===== config.mk =====
export PLATFORM = sky130hd
export DESIGN_NAME = arm_multicycle_control
export DESIGN_NICKNAME = d
export VERILOG_FILES = /design/src/rtl/arm_multicycle_control.sv
export SDC_FILE = /design/constraint.sdc
export NUM_CORES = 1
export LEC_CHECK = 0
export CORE_MARGIN = 2
export CORE_UTILIZATION = 29
export DETAILED_ROUTE_END_ITERATION = 8
export PLACE_DENSITY_LB_ADDON = 0.3
export SYNTH_ARGS = -nofsm -noshare
export SYNTH_HDL_FRONTEND = slang
export SYNTH_SLANG_ARGS = --single-unit

===== constraint.sdc =====
create_clock -name CLK -period 2.7 [get_ports CLK]
set_input_delay 0.27 -clock CLK [delete_from_list [all_inputs] [get_ports CLK]]
set_output_delay 0.27 -clock CLK [all_outputs]
set_load 0.02 [all_outputs]

===== src/rtl/arm_multicycle_control.sv =====
// Multicycle ARM control: Moore FSM, DP decode, flag register and CondEx.
// Optional memory wait states when MEM_WAIT_EN is defined.
module arm_multicycle_control #(
  parameter int ALUCTRL_W = 4
) (
  input  logic                 CLK,
  input  logic                 Reset,
  input  logic [31:12]         Instr,
  input  logic [3:0]           ALUFlags,
  input  logic                 MemReady,
  output logic                 PCWrite,
  output logic                 AdrSrc,
  output logic                 MemWrite,
  output logic                 IRWrite,
  output logic [1:0]           ResultSrc,
  output logic                 ALUSrcA,
  output logic [1:0]           ALUSrcB,
  output logic [ALUCTRL_W-1:0] ALUControl,
  output logic [1:0]           ImmSrc,
  output logic [1:0]           RegSrc,
  output logic                 RegWrite,
  output logic [3:0]           State
);

  typedef enum logic [3:0] {
    FETCH  = 4'd0,
    DECODE = 4'd1,
    MEMADR = 4'd2,
    MEMRD  = 4'd3,
    MEMWB  = 4'd4,
    MEMWR  = 4'd5,
    EXECR  = 4'd6,
    EXECI  = 4'd7,
    ALUWB  = 4'd8,
    BRANCH = 4'd9
  } state_t;

  localparam logic [ALUCTRL_W-1:0] A_ADD = ALUCTRL_W'(2'd0);
  localparam logic [ALUCTRL_W-1:0] A_SUB = ALUCTRL_W'(2'd1);
  localparam logic [ALUCTRL_W-1:0] A_AND = ALUCTRL_W'(2'd2);
  localparam logic [ALUCTRL_W-1:0] A_ORR = ALUCTRL_W'(2'd3);

  state_t               st;
  logic [3:0]           flags;
  logic                 condex;
  logic                 mrdy;
  logic [1:0]           op;
  logic [3:0]           cmd;
  logic [ALUCTRL_W-1:0] dp_alu;
  logic                 nowrite;
  logic [1:0]           flagw;
  logic                 unused_rn;

  assign op        = Instr[27:26];
  assign cmd       = Instr[24:21];
  assign ImmSrc    = Instr[27:26];
  assign RegSrc    = {op == 2'b01, op == 2'b10};
  assign State     = st;
  assign unused_rn = ^Instr[19:16];

`ifdef MEM_WAIT_EN
  assign mrdy = MemReady;
`else
  logic unused_mready;
  assign unused_mready = MemReady;
  assign mrdy = 1'b1;
`endif

  always_comb begin
    dp_alu  = A_ADD;
    nowrite = 1'b0;
    flagw   = 2'b00;
    case (cmd)
      4'b0100: begin
        dp_alu = A_ADD;
        flagw  = {2{Instr[20]}};
      end
      4'b0010: begin
        dp_alu = A_SUB;
        flagw  = {2{Instr[20]}};
      end
      4'b0000: begin
        dp_alu = A_AND;
        flagw  = {Instr[20], 1'b0};
      end
      4'b1100: begin
        dp_alu = A_ORR;
        flagw  = {Instr[20], 1'b0};
      end
      4'b1010: begin
        dp_alu  = A_SUB;
        nowrite = 1'b1;
        flagw   = 2'b11;
      end
      default: begin
        dp_alu  = A_ADD;
        nowrite = 1'b1;
        flagw   = {Instr[20], 1'b0};
      end
    endcase
  end

  // flags = {N, Z, C, V}
  always_comb begin
    case (Instr[31:28])
      4'b0000: condex = flags[2];
      4'b0001: condex = ~flags[2];
      4'b0010: condex = flags[1];
      4'b0011: condex = ~flags[1];
      4'b0100: condex = flags[3];
      4'b0101: condex = ~flags[3];
      4'b0110: condex = flags[0];
      4'b0111: condex = ~flags[0];
      4'b1000: condex = flags[1] & ~flags[2];
      4'b1001: condex = ~flags[1] | flags[2];
      4'b1010: condex = flags[3] == flags[0];
      4'b1011: condex = flags[3] != flags[0];
      4'b1100: condex = ~flags[2] & (flags[3] == flags[0]);
      4'b1101: condex = flags[2] | (flags[3] != flags[0]);
      4'b1110: condex = 1'b1;
      default: condex = 1'b0;
    endcase
  end

  always_ff @(posedge CLK or posedge Reset) begin
    if (Reset) begin
      st    <= FETCH;
      flags <= 4'b0000;
    end else begin
      if ((st == EXECR || st == EXECI) && condex) begin
        if (flagw[1]) flags[3:2] <= ALUFlags[3:2];
        if (flagw[0]) flags[1:0] <= ALUFlags[1:0];
      end
      case (st)
        FETCH:  if (mrdy) st <= DECODE;
        DECODE: begin
          case (op)
            2'b01:   st <= MEMADR;
            2'b00:   st <= Instr[25] ? EXECI : EXECR;
            2'b10:   st <= BRANCH;
            default: st <= FETCH;
          endcase
        end
        MEMADR: st <= Instr[20] ? MEMRD : MEMWR;
        MEMRD:  if (mrdy) st <= MEMWB;
        MEMWR:  if (mrdy) st <= FETCH;
        EXECR:  st <= ALUWB;
        EXECI:  st <= ALUWB;
        default: st <= FETCH;
      endcase
    end
  end

  always_comb begin
    PCWrite    = 1'b0;
    AdrSrc     = 1'b0;
    MemWrite   = 1'b0;
    IRWrite    = 1'b0;
    ResultSrc  = 2'b00;
    ALUSrcA    = 1'b0;
    ALUSrcB    = 2'b00;
    ALUControl = A_ADD;
    RegWrite   = 1'b0;
    case (st)
      FETCH: begin
        IRWrite   = mrdy;
        PCWrite   = mrdy;
        ALUSrcA   = 1'b1;
        ALUSrcB   = 2'b10;
        ResultSrc = 2'b10;
      end
      DECODE: begin
        ALUSrcA   = 1'b1;
        ALUSrcB   = 2'b10;
        ResultSrc = 2'b10;
      end
      MEMADR: begin
        ALUSrcB    = 2'b01;
        ALUControl = Instr[23] ? A_ADD : A_SUB;
      end
      MEMRD:  AdrSrc = 1'b1;
      MEMWR: begin
        AdrSrc   = 1'b1;
        MemWrite = condex & mrdy;
      end
      MEMWB: begin
        ResultSrc = 2'b01;
        RegWrite  = condex;
      end
      EXECR:  ALUControl = dp_alu;
      EXECI: begin
        ALUSrcB    = 2'b01;
        ALUControl = dp_alu;
      end
      ALUWB: begin
        if (Instr[15:12] == 4'd15) PCWrite = condex & ~nowrite;
        else RegWrite = condex & ~nowrite;
      end
      BRANCH: begin
        ALUSrcB   = 2'b01;
        ResultSrc = 2'b10;
        PCWrite   = condex;
      end
      default: ;
    endcase
    if (Reset) begin
      PCWrite  = 1'b0;
      IRWrite  = 1'b0;
      MemWrite = 1'b0;
      RegWrite = 1'b0;
    end
  end

endmodule


==> reports/qor.csv, run 1 <==
stage;metric;value;unit
worst_setup_path;r2r-start;flags[0];
finish;antenna_cells;0;
synthesis;synth_top_area_share;22.8;%
synthesis;ys_warn_count;0;
route;dr_wl_met3;133;µm
sta;maxSlewViolCount;0;
global_routing;grt_start_max_net_pins;16;
floorplanning;die_y;59.0;µm
sta;finalCritPeriodShare;94.6;%
route;route.detailed.drc;0;
worst_setup_path;rr_worst_depth;6;
worst_setup_path;cp_max_fo;3;
power;vdd_drop_max;0.588;mV
global_routing;grt_pass1_vias;915;
clock_network;cts_made_buffers;3;
finish;drive_above_1_share;17.5;%
worst_setup_path;cp-start-kind;input pin;
route;route.vias.total;1000;
finish;fin_area;1410;µm²
finish;area_growth;60.4;%
floorplanning;dieArea;3490;µm²
finish;final_common_cell;clkdlybuf4s50_1;
synthesis;synth_area_leader_cell;dfrtp_1;
placed_design;placed_cell_area;1370;µm²
sta;min_period;2.55;ns
route;wl_met1;1080;µm
worst_setup_path;r2r_slack;0.51;ns
power;p_leak;0.000587;µW
finish;final_core_util;50.2;%
global_routing;grt_use_total;15.0;%
finish;fillers;294;
clock_network;holdBufCountCts;0;
power;power.total;1050;µW
route;firstDrtPassIters;4;
run_status;outcome;complete, no violations;
sta;worst_clock_skew;0.00280;ns
floorplanning;io_pins;49;
power;power_density;744;nW/µm²
sta;grt_setup_unrepaired;no;
placed_design;dpl.hpwl;2050;µm
sta;setup_viol;0;
sta;finalHoldViolCount;0;
floorplanning;num_rows;19;
finish;nets;189;
synthesis;ys_types;45;
synthesis;ys_seq_area_share;22.8;%
synthesis;synth_area;878;µm²
synthesis;synth.avg_cell_area;7.84;µm²
clock_network;postCtsSetupRepairBufs;0;
worst_hold_path;min_path_type;input pin to asynchronous set/reset pin;
run;drv_cap;0;
route;wl_per_cell;13.4;µm
finish;regArea;200;µm²
floorplanning;core_area;2810;µm²
clock_network;htreeDepth;1;
clock_network;path_clk_slew;0.05;ns
worst_setup_path;cp.required;2.43;ns
route;viasPerCell;5.24;
route;ant_nets;0;
clock_network;cts_tree;built;
route;routed-wl-met2;1360;µm
global_routing;antenna_found_initial;0;
global_routing;grt_pass1_wl;4150;µm
floorplanning;initial_core_util;31.3;%
placed_design;placement.io_buffers;41;
synthesis;synthCells;112;
clock_network;cts_buffer_depth;2;
clock_network;cts_root_buf;clkbuf_4;
floorplanning;fp.dieW;59.0;µm
clock_network;cts.sinks;8;
route;drt_iter0_drc;17;
worst_setup_path;reg2reg_to;flags[1];
sta;max_freq;0.391;GHz
worst_setup_path;arrival;2.28;ns
synthesis;ys_top_cells_by_area;dfrtp_1, mux2_1, nor2_1;
finish;most-common-layout-cells;clkdlybuf4s50_1, buf_4, nor2_1;
route;top_layer;met3;
global_routing;overflow;0;
worst_setup_path;cp-end-kind;primary output;
synthesis;ys_ff_latch;8;
finish;multi_input_area;618;µm²
placed_design;globalplace.congestion;0.841;
route;finalWirelength;2570;µm
worst_setup_path;crit_type;input pin to primary output;
clock_network;insertion_delay;0.25;ns
[critical path: stages]
cell and delay, ns:
clkdlybuf4s50_1 0.43, or4b_1 0.53, a311oi_2 0.23, a221oi_2 0.08, a31oi_2 0.25, a21o_1 0.16, dlygate4sd2_1 0.33
[cell families (layout without fill, tap and decap cells)]
logic type             count (synthesis)  after routing  share of synthesized area (%)
AO/OA/AOI/OAI                         25             25                           23.4
XOR/XNOR                               3              3                           2.99
buffers and inverters                 16             63                           9.54
flip-flops                             8              8                           22.8
multiplexers                           6              6                           7.55
other                                  1              2                          0.427
AND/OR/NAND/NOR                       53             53                           33.3
[metal layers]
layer  track usage [%]  up-vias
met1              20.0      474
li1                  -      501
met3              2.84        0
met2              25.7       25
met5                 0        -
met4              2.60        0
[sequential cells by signal (all words and copies together), names as in the netlist]
signal	cells
flags	4
State	4
[through the flow]
step           hold WS [ns]  worst slack, ns  cells  TNS, ns
2_1_floorplan        0.0857            0.230    113        0
3_3_place_gp          0.565           -0.299    188   -0.563
3_5_place_dp          0.573           -0.396    188   -0.735
4_1_cts               0.384           0.0160    191        0
5_1_grt               0.412           0.0311    191        0
6_report              0.382            0.146    191        0
[worst max path at each step]
stage	end	depth (start not counted)	slack, ns	start
3_3_place_gp	MemWrite	7	-0.30	Instr[30]
5_1_grt	RegWrite	7	0.03	Instr[30]
2_1_floorplan	MemWrite	5	0.23	flags[0]
4_1_cts	ALUControl[1]	4	0.02	State[3]
6_report	PCWrite	7	0.15	Instr[30]
3_5_place_dp	MemWrite	7	-0.40	Instr[30]
[layout make-up]
cell class | instances | area share (%)
Multi-Input combinational cell | 89 | 43.9
Timing Repair Buffer | 55 | 36.2
Sequential cell | 8 | 14.2
Tap cell | 31 | 2.75
Clock buffer | 3 | 1.60
Inverter | 5 | 1.33
[Yosys cell counts (all sizes together)]
library cell   n
and4           1
or4b           1
o32a           2
xor2           1
o311ai         1
xnor2          2
dfrtp          8
nor2          12
a21o           1
mux2i          1
nand2          9
clkbuf         4
buf            7
nor4b          1
o21ai          2
a41o           1
nand4b         1
a211oi         3
a311oi         2
nor2b          4
conb           1
nand3          2
or2            1
a21boi         1
nor3           6
or3b           2
inv            5
o22ai          3
a221oi         1
o21a           1
and2           2
nor3b          1
a31oi          3
nand4bb        1
nor4           2
mux2           5
nand2b         6
a21oi          3
nand3b         1
a31o           1
[where the power goes]
group          total, µW  internal (µW)  switching (µW)
registers            230            163            67.7
clock network       87.7           50.6            37.0
logic                730            349             381
total               1050            562             485
[repair_timing]
| item | in CTS | in global routing |
|---|---|---|
| gates resized for setup | 7 | 4 |
| endpoints found under the hold margin | 0 | 0 |
| endpoints found under the setup margin | 3 | 4 |
Note: power is estimated with default switching activity, not from simulation.
==> inputs of run 2 (changes only) <==
--- a/config.mk
+++ b/config.mk
@@ -11,2 +11,3 @@
 export PLACE_DENSITY_LB_ADDON = 0.3
+export RECOVER_POWER = 100
 export SYNTH_ARGS = -nofsm -noshare
==> constraint.sdc (replaced) <==
create_clock -name CLK -period 2.7 [get_ports CLK]
set_input_delay 0.405 -clock CLK [delete_from_list [all_inputs] [get_ports CLK]]
set_output_delay 0.405 -clock CLK [all_outputs]
set_load 0.02 [all_outputs]
==> run 2 against run 1 <==
Non-clock buffer count increased by 5. First-iteration DRC count grew 12%. Die area did not move. Sequential share of layout area down 0.45 points. Critical path type unchanged. Final area rose by 3.3%. Global-route usage down 0.36 points. Critical endpoint is now MemWrite. Combinational power barely moved. Worst hold slack better by 0.21 ns. Cell count increased by 2.6%. Utilization grew 1.7 points. Largest cell class unchanged. Worst setup slack gained 0.013 ns.
==> reports/qor.csv, run 2 (synthesized netlist as in run 1, its figures left out) <==
stage;metric;value;unit;change
finish;nets;194;;+2.6%
floorplanning;core_area;2810;µm²;unchanged
floorplanning;die_y;59.0;µm;unchanged
floorplanning;io_pins;49;;unchanged
route;viasPerCell;5.18;;-0.99%
global_routing;grt_start_max_net_pins;16;;unchanged
finish;most-common-layout-cells;clkdlybuf4s50_1, buf_4, dlygate4sd3_1;;
worst_setup_path;cp.required;2.30;ns;-0.13 ns
worst_setup_path;path_delay_family;buffers and inverters;;
placed_design;globalplace.congestion;0.833;;-1.0%
route;firstDrtPassIters;4;;unchanged
worst_setup_path;cp-end-kind;primary output;;
placed_design;dp.cells;193;;+2.7%
worst_setup_path;cpPeakStageDelay;0.53;ns;about the same
sta;worst_clock_skew;0.00328;ns;+0.000481 ns
sta;finalHoldViolCount;0;;unchanged
global_routing;grt_pass1_wl;4070;µm;-1.8%
worst_setup_path;r2r-start;flags[0];;
clock_network;postCtsSetupRepairBufs;0;;unchanged
sta;finalCritPeriodShare;94.1;%;-0.49 points
clock_network;cts_root_buf;clkbuf_4;;
placed_design;placement.io_buffers;41;;unchanged
worst_setup_path;crit_type;input pin to primary output;;
floorplanning;fp.dieW;59.0;µm;unchanged
run;drv_cap;0;;unchanged
route;drt_iter0_drc;19;;+2
worst_hold_path;hold_path_depth;1;;
clock_network;cts_made_buffers;3;;unchanged
floorplanning;dieArea;3490;µm²;unchanged
clock_network;cts.sinks;8;;unchanged
worst_setup_path;critical_path_buf_inv_count;2;;unchanged
power;p_leak;0.000635;µW;+8.2%
finish;layout.cells.non_filler;196;;+2.6%
worst_setup_path;crit_chain;clkdlybuf4s50_1 > or3b_1 > a41o_1 > a31oi_4 > nor4b_4 > buf_4;;
worst_setup_path;cp-start-kind;input pin;;
floorplanning;num_rows;19;;unchanged
sta;grt_setup_unrepaired;no;;
route;wl_per_cell;12.9;µm;-4.3%
worst_setup_path;reg2reg_to;flags[0];;
finish;final_common_cell;clkdlybuf4s50_1;;
worst_hold_path;worstHoldEndpoint;flags[1];;
global_routing;grt_use_total;14.7;%;-0.36 points
finish;area_growth;65.7;%;
global_routing;overflow;0;;unchanged
route;route.detailed.drc;0;;unchanged
clock_network;path_clk_slew;0.05;ns;about the same
clock_network;cts_buffer_depth;2;;unchanged
worst_hold_path;min_path_type;register to register;;
sta;min_period;2.54;ns;-0.0132 ns
clock_network;insertion_delay;0.25;ns;about the same
global_routing;antenna_found_initial;0;;unchanged
route;finalWirelength;2520;µm;-1.8%
power;power.total;1030;µW;-1.3%
finish;drive_above_1_share;20.6;%;+3.1 points
worst_setup_path;cp_slowest_cell;clkdlybuf4s50_1;;
worst_hold_path;min-delay-start;flags[1];;
clock_network;cts_tree;built;;
route;route.vias.total;1016;;+1.6%
global_routing;grt_pass1_vias;939;;+2.6%
power;vdd_drop_max;0.538;mV;-8.4%
route;ant_nets;0;;unchanged
run_status;outcome;complete, no violations;;
clock_network;htreeDepth;1;;unchanged
worst_setup_path;r2r_slack;0.39;ns;-0.12 ns
placed_design;dpl.hpwl;2050;µm;+0.28%
worst_setup_path;rr_worst_depth;6;;unchanged
finish;final_core_util;51.9;%;+1.7 points
worst_setup_path;cp_max_fo;5;;+2
sta;setup_viol;0;;unchanged
floorplanning;initial_core_util;31.3;%;unchanged
worst_setup_path;arrival;2.14;ns;-0.14 ns
sta;max_freq;0.393;GHz;+0.52%
power;power_density;710;nW/µm²;-4.5%
sta;maxSlewViolCount;0;;unchanged
finish;antenna_cells;0;;unchanged
[run 2: power breakdown]
| group | leakage, µW | switching, µW | internal [µW] |
|---|---|---|---|
| registers | 0.000106 | 56.5 | 163 |
| logic | 0.000515 | 399 | 329 |
| clock network | 0.0000138 | 36.2 | 50.6 |
| total | 0.000635 | 492 | 542 |
[run 2: layer usage]
layer  global-route usage, %  part of all wire [%]  vias up
met3                    1.09                   3.2        0
met2                    24.9                    53       20
met1                    20.0                    43      483
met5                       0                     0        -
li1                        -                     -      513
met4                    4.22                     0        0
[run 2: area by class of cell]
class	instances	area, µm²
fill	283	1350
inverter	5	18.8
clock buffer	3	22.5
multi-input combinational	89	636
sequential	8	200
timing repair buffer	60	539
tap	31	38.8
[run 2: what timing repair did]
| action | in CTS | in global routing |
|---|---|---|
| gates cloned | 0 | 0 |
| pin swaps | 1 | 2 |
| hold buffers | 0 | 0 |
| endpoints found under the setup margin | 5 | 1 |
| endpoints found under the hold margin | 0 | 0 |
| gates resized for setup | 19 | 6 |
[run 2: how the worst max path moves through the flow]
stage / start / endpoint / slack [ns] / depth (start not counted)
global placement: Instr[30] / MemWrite / -0.59 / 7
global route: State[2] / IRWrite / 0.04 / 4
CTS: Instr[31] / MemWrite / 0.01 / 7
floorplan: Instr[30] / MemWrite / 0.003 / 6
finish: Instr[28] / MemWrite / 0.16 / 6
detailed placement: Instr[30] / MemWrite / -0.56 / 7
[run 2: stage by stage]
| step | hold slack [ns] | setup TNS (ns) | setup WS (ns) | instance area (µm²) |
|---|---|---|---|---|
| floorplan | 0.221 | 0 | 0.00287 | 882 |
| global placement | 0.564 | -1.42 | -0.592 | 1410 |
| detailed placement | 0.573 | -1.39 | -0.564 | 1410 |
| CTS | 0.529 | 0 | 0.0140 | 1430 |
| global route | 0.617 | 0 | 0.0448 | 1460 |
| finish | 0.593 | 0 | 0.159 | 1460 |
==> inputs of run 3 (changes only) <==
Settings changed: PLACE_DENSITY set to 0.59, PLACE_DENSITY_LB_ADDON 0.3 to unset.
==> run 3 against run 2 <==
Sequential share of layout area is essentially flat. Global-route usage increased by 0.36 points. Utilization decreased by 0.089 points. Combinational power up 4.3%. Critical path depth rose by 2. Largest cell class unchanged. Largest power group unchanged. Highest routed layer unchanged.
==> reports/qor.csv, run 3 (synthesized netlist as in run 1, its figures left out) <==
stage;metric;value;unit;change
sta;worst_clock_skew;0.000972;ns;-0.00231 ns
route;finalWirelength;2570;µm;+1.9%
route;drt_iter0_drc;28;;+9
route;viasPerCell;5.10;;-1.7%
worst_setup_path;cp_max_fo;4;;-1
worst_setup_path;cp-end-kind;primary output;;
power;swShare;46.5;%;-1.1 points
power;power_frac_clock;8.5;%;about the same
clock_network;cts_root_buf;clkbuf_4;;
global_routing;grt_pass1_wl;4140;µm;+1.7%
finish;antenna_cells;0;;unchanged
power;pwr-share-seq;20.2;%;-1.0 points
power;power_density;734;nW/µm²;+3.3%
placed_design;placed_cell_area;1400;µm²;-0.53%
clock_network;insertion_delay;0.25;ns;about the same
sta;finalCritPeriodShare;95.2;%;+1.1 points
sta;max_freq;0.389;GHz;-1.1%
global_routing;grt_pass1_vias;961;;+2.3%
worst_setup_path;crit_path_end;RegWrite;;
sta;holdWs;0.592;ns;-0.000773 ns
finish;final_common_cell;clkdlybuf4s50_1;;
placed_design;dp_slack;-0.606;ns;-0.0418 ns
finish;layout.cells.non_filler;195;;-0.51%
worst_setup_path;cp.required;2.30;ns;about the same
floorplanning;initial_core_util;31.3;%;unchanged
sta;min_period;2.57;ns;+0.0285 ns
sta;finalHoldViolCount;0;;unchanged
power;p_comb_share;71.3;%;+0.9 points
power;p_leak;0.000646;µW;+1.7%
global_routing;antenna_found_initial;0;;unchanged
power;vdd_drop_max;0.502;mV;-6.7%
sta;maxSlewViolCount;0;;unchanged
placed_design;dp.cells;192;;-0.52%
finish;nets;193;;-0.52%
global_routing;grt_use_total;15.0;%;+0.36 points
finish;fin_area;1450;µm²;-0.17%
finish;final_core_util;51.8;%;-0.089 points
clock_network;cts_made_buffers;3;;unchanged
floorplanning;io_pins;49;;unchanged
worst_setup_path;rr_worst_depth;6;;unchanged
route;route.detailed.drc;0;;unchanged
run;drv_cap;0;;unchanged
floorplanning;core_area;2810;µm²;unchanged
worst_setup_path;arrival;2.16;ns;+0.02 ns
sta;setup_viol;0;;unchanged
route;ant_nets;0;;unchanged
worst_setup_path;crit_type;input pin to primary output;;
worst_setup_path;r2r_slack;0.47;ns;+0.08 ns
power;p_int;570;µW;+5.1%
clock_network;cts.sinks;8;;unchanged
finish;fillers;285;;+0.71%
clock_network;htreeDepth;1;;unchanged
clock_network;cts_buffer_depth;2;;unchanged
run_status;outcome;complete, no violations;;
placed_design;placement.io_buffers;41;;unchanged
route;route.vias.total;994;;-2.2%
finish;drive_above_1_share;21.3;%;+0.74 points
finish;most-common-layout-cells;clkdlybuf4s50_1, buf_4, nor2_1;;
global_routing;grt_start_max_net_pins;16;;unchanged
route;wl_per_cell;13.2;µm;+2.4%
floorplanning;die_y;59.0;µm;unchanged
worst_setup_path;r2r-start;flags[0];;
floorplanning;num_rows;19;;unchanged
route;firstDrtPassIters;4;;unchanged
floorplanning;dieArea;3490;µm²;unchanged
worst_hold_path;min_path_type;register to register;;
clock_network;cts_tree;built;;
finish;area_growth;65.4;%;
placed_design;dpl.hpwl;2120;µm;+3.2%
floorplanning;fp.dieW;59.0;µm;unchanged
worst_setup_path;cp-start-kind;input pin;;
power;p_switching;495;µW;+0.79%
sta;setup_ws;0.130;ns;-0.0285 ns
worst_setup_path;crit_start;Instr[29];;
global_routing;overflow;0;;unchanged
worst_setup_path;reg2reg_to;flags[0];;
clock_network;path_clk_slew;0.05;ns;about the same
clock_network;postCtsSetupRepairBufs;0;;unchanged
placed_design;globalplace.congestion;0.807;;-3.0%
==> run 3: cell types whose count changed in the layout (fill, tap and decap cells not counted), sizes merged <==
cell | before | now
dlygate4sd3 | 15 | 10
clkdlybuf4s50 | 19 | 23
clkbuf | 6 | 3
clkdlybuf4s15 | 0 | 2
dlymetal6s2s | 2 | 3
==> run 3: how the worst min path moves through the flow <==
stage | startpoint | end | slack [ns] | cells past startpoint
final | flags[1] | flags[1] | 0.59 | 1
after global routing | flags[1] | flags[1] | 0.63 | 1
after CTS | Reset | State[3] | 0.48 | 2
after detailed placement | flags[1] | flags[1] | 0.59 | 1
after global placement | flags[1] | flags[1] | 0.57 | 1
after floorplan | Reset | State[0] | 0.22 | 1
==> run 3: final cells by class <==
type | instances | area [µm²] | share of cell area, %
clock buffers | 3 | 22.5 | 1.55
inverters | 5 | 18.8 | 1.29
multi-input cells | 89 | 622 | 42.8
flip-flops and latches | 8 | 200 | 13.8
well taps | 31 | 38.8 | 2.67
repair buffers | 59 | 551 | 37.9
==> run 3: what timing repair did <==
item / in CTS / in global routing
hold buffers: 0 / 0
resized for setup: 16 / 5
pin swaps: 3 / 0
endpoints found under the setup margin: 3 / 5
==> run 3: through the flow <==
step,power (µW),setup TNS (ns)
5_1_grt,1140,-0.0370
3_3_place_gp,981,-1.43
2_1_floorplan,639,0
4_1_cts,1080,0
6_report,1070,0
3_5_place_dp,983,-1.47
==> run 3: critical path, stage by stage <==
cell             delay (ns)
clkdlybuf4s50_1        0.49
buf_4                  0.14
inv_1                  0.08
nor3_1                 0.25
o311ai_2               0.14
a31oi_2                0.25
and2_1                 0.16
clkdlybuf4s15_2        0.26
==> run 3: metal layers <==
layer	global-route usage, %	up-vias	routed length [µm]
li1	-	505	-
met2	23.8	27	1270
met5	0	-	0
met1	21.2	462	1170
met3	1.31	0	124
met4	5.84	0	0
==> run 3: power groups by stage <==
stage          Sequential, µW  Combinational (µW)  Clock [µW]
2_1_floorplan             235                 404           0
3_3_place_gp              214                 767           0
3_5_place_dp              216                 767           0
4_1_cts                   215                 773        94.9
5_1_grt                   224                 822        98.4
6_report                  216                 759        90.7
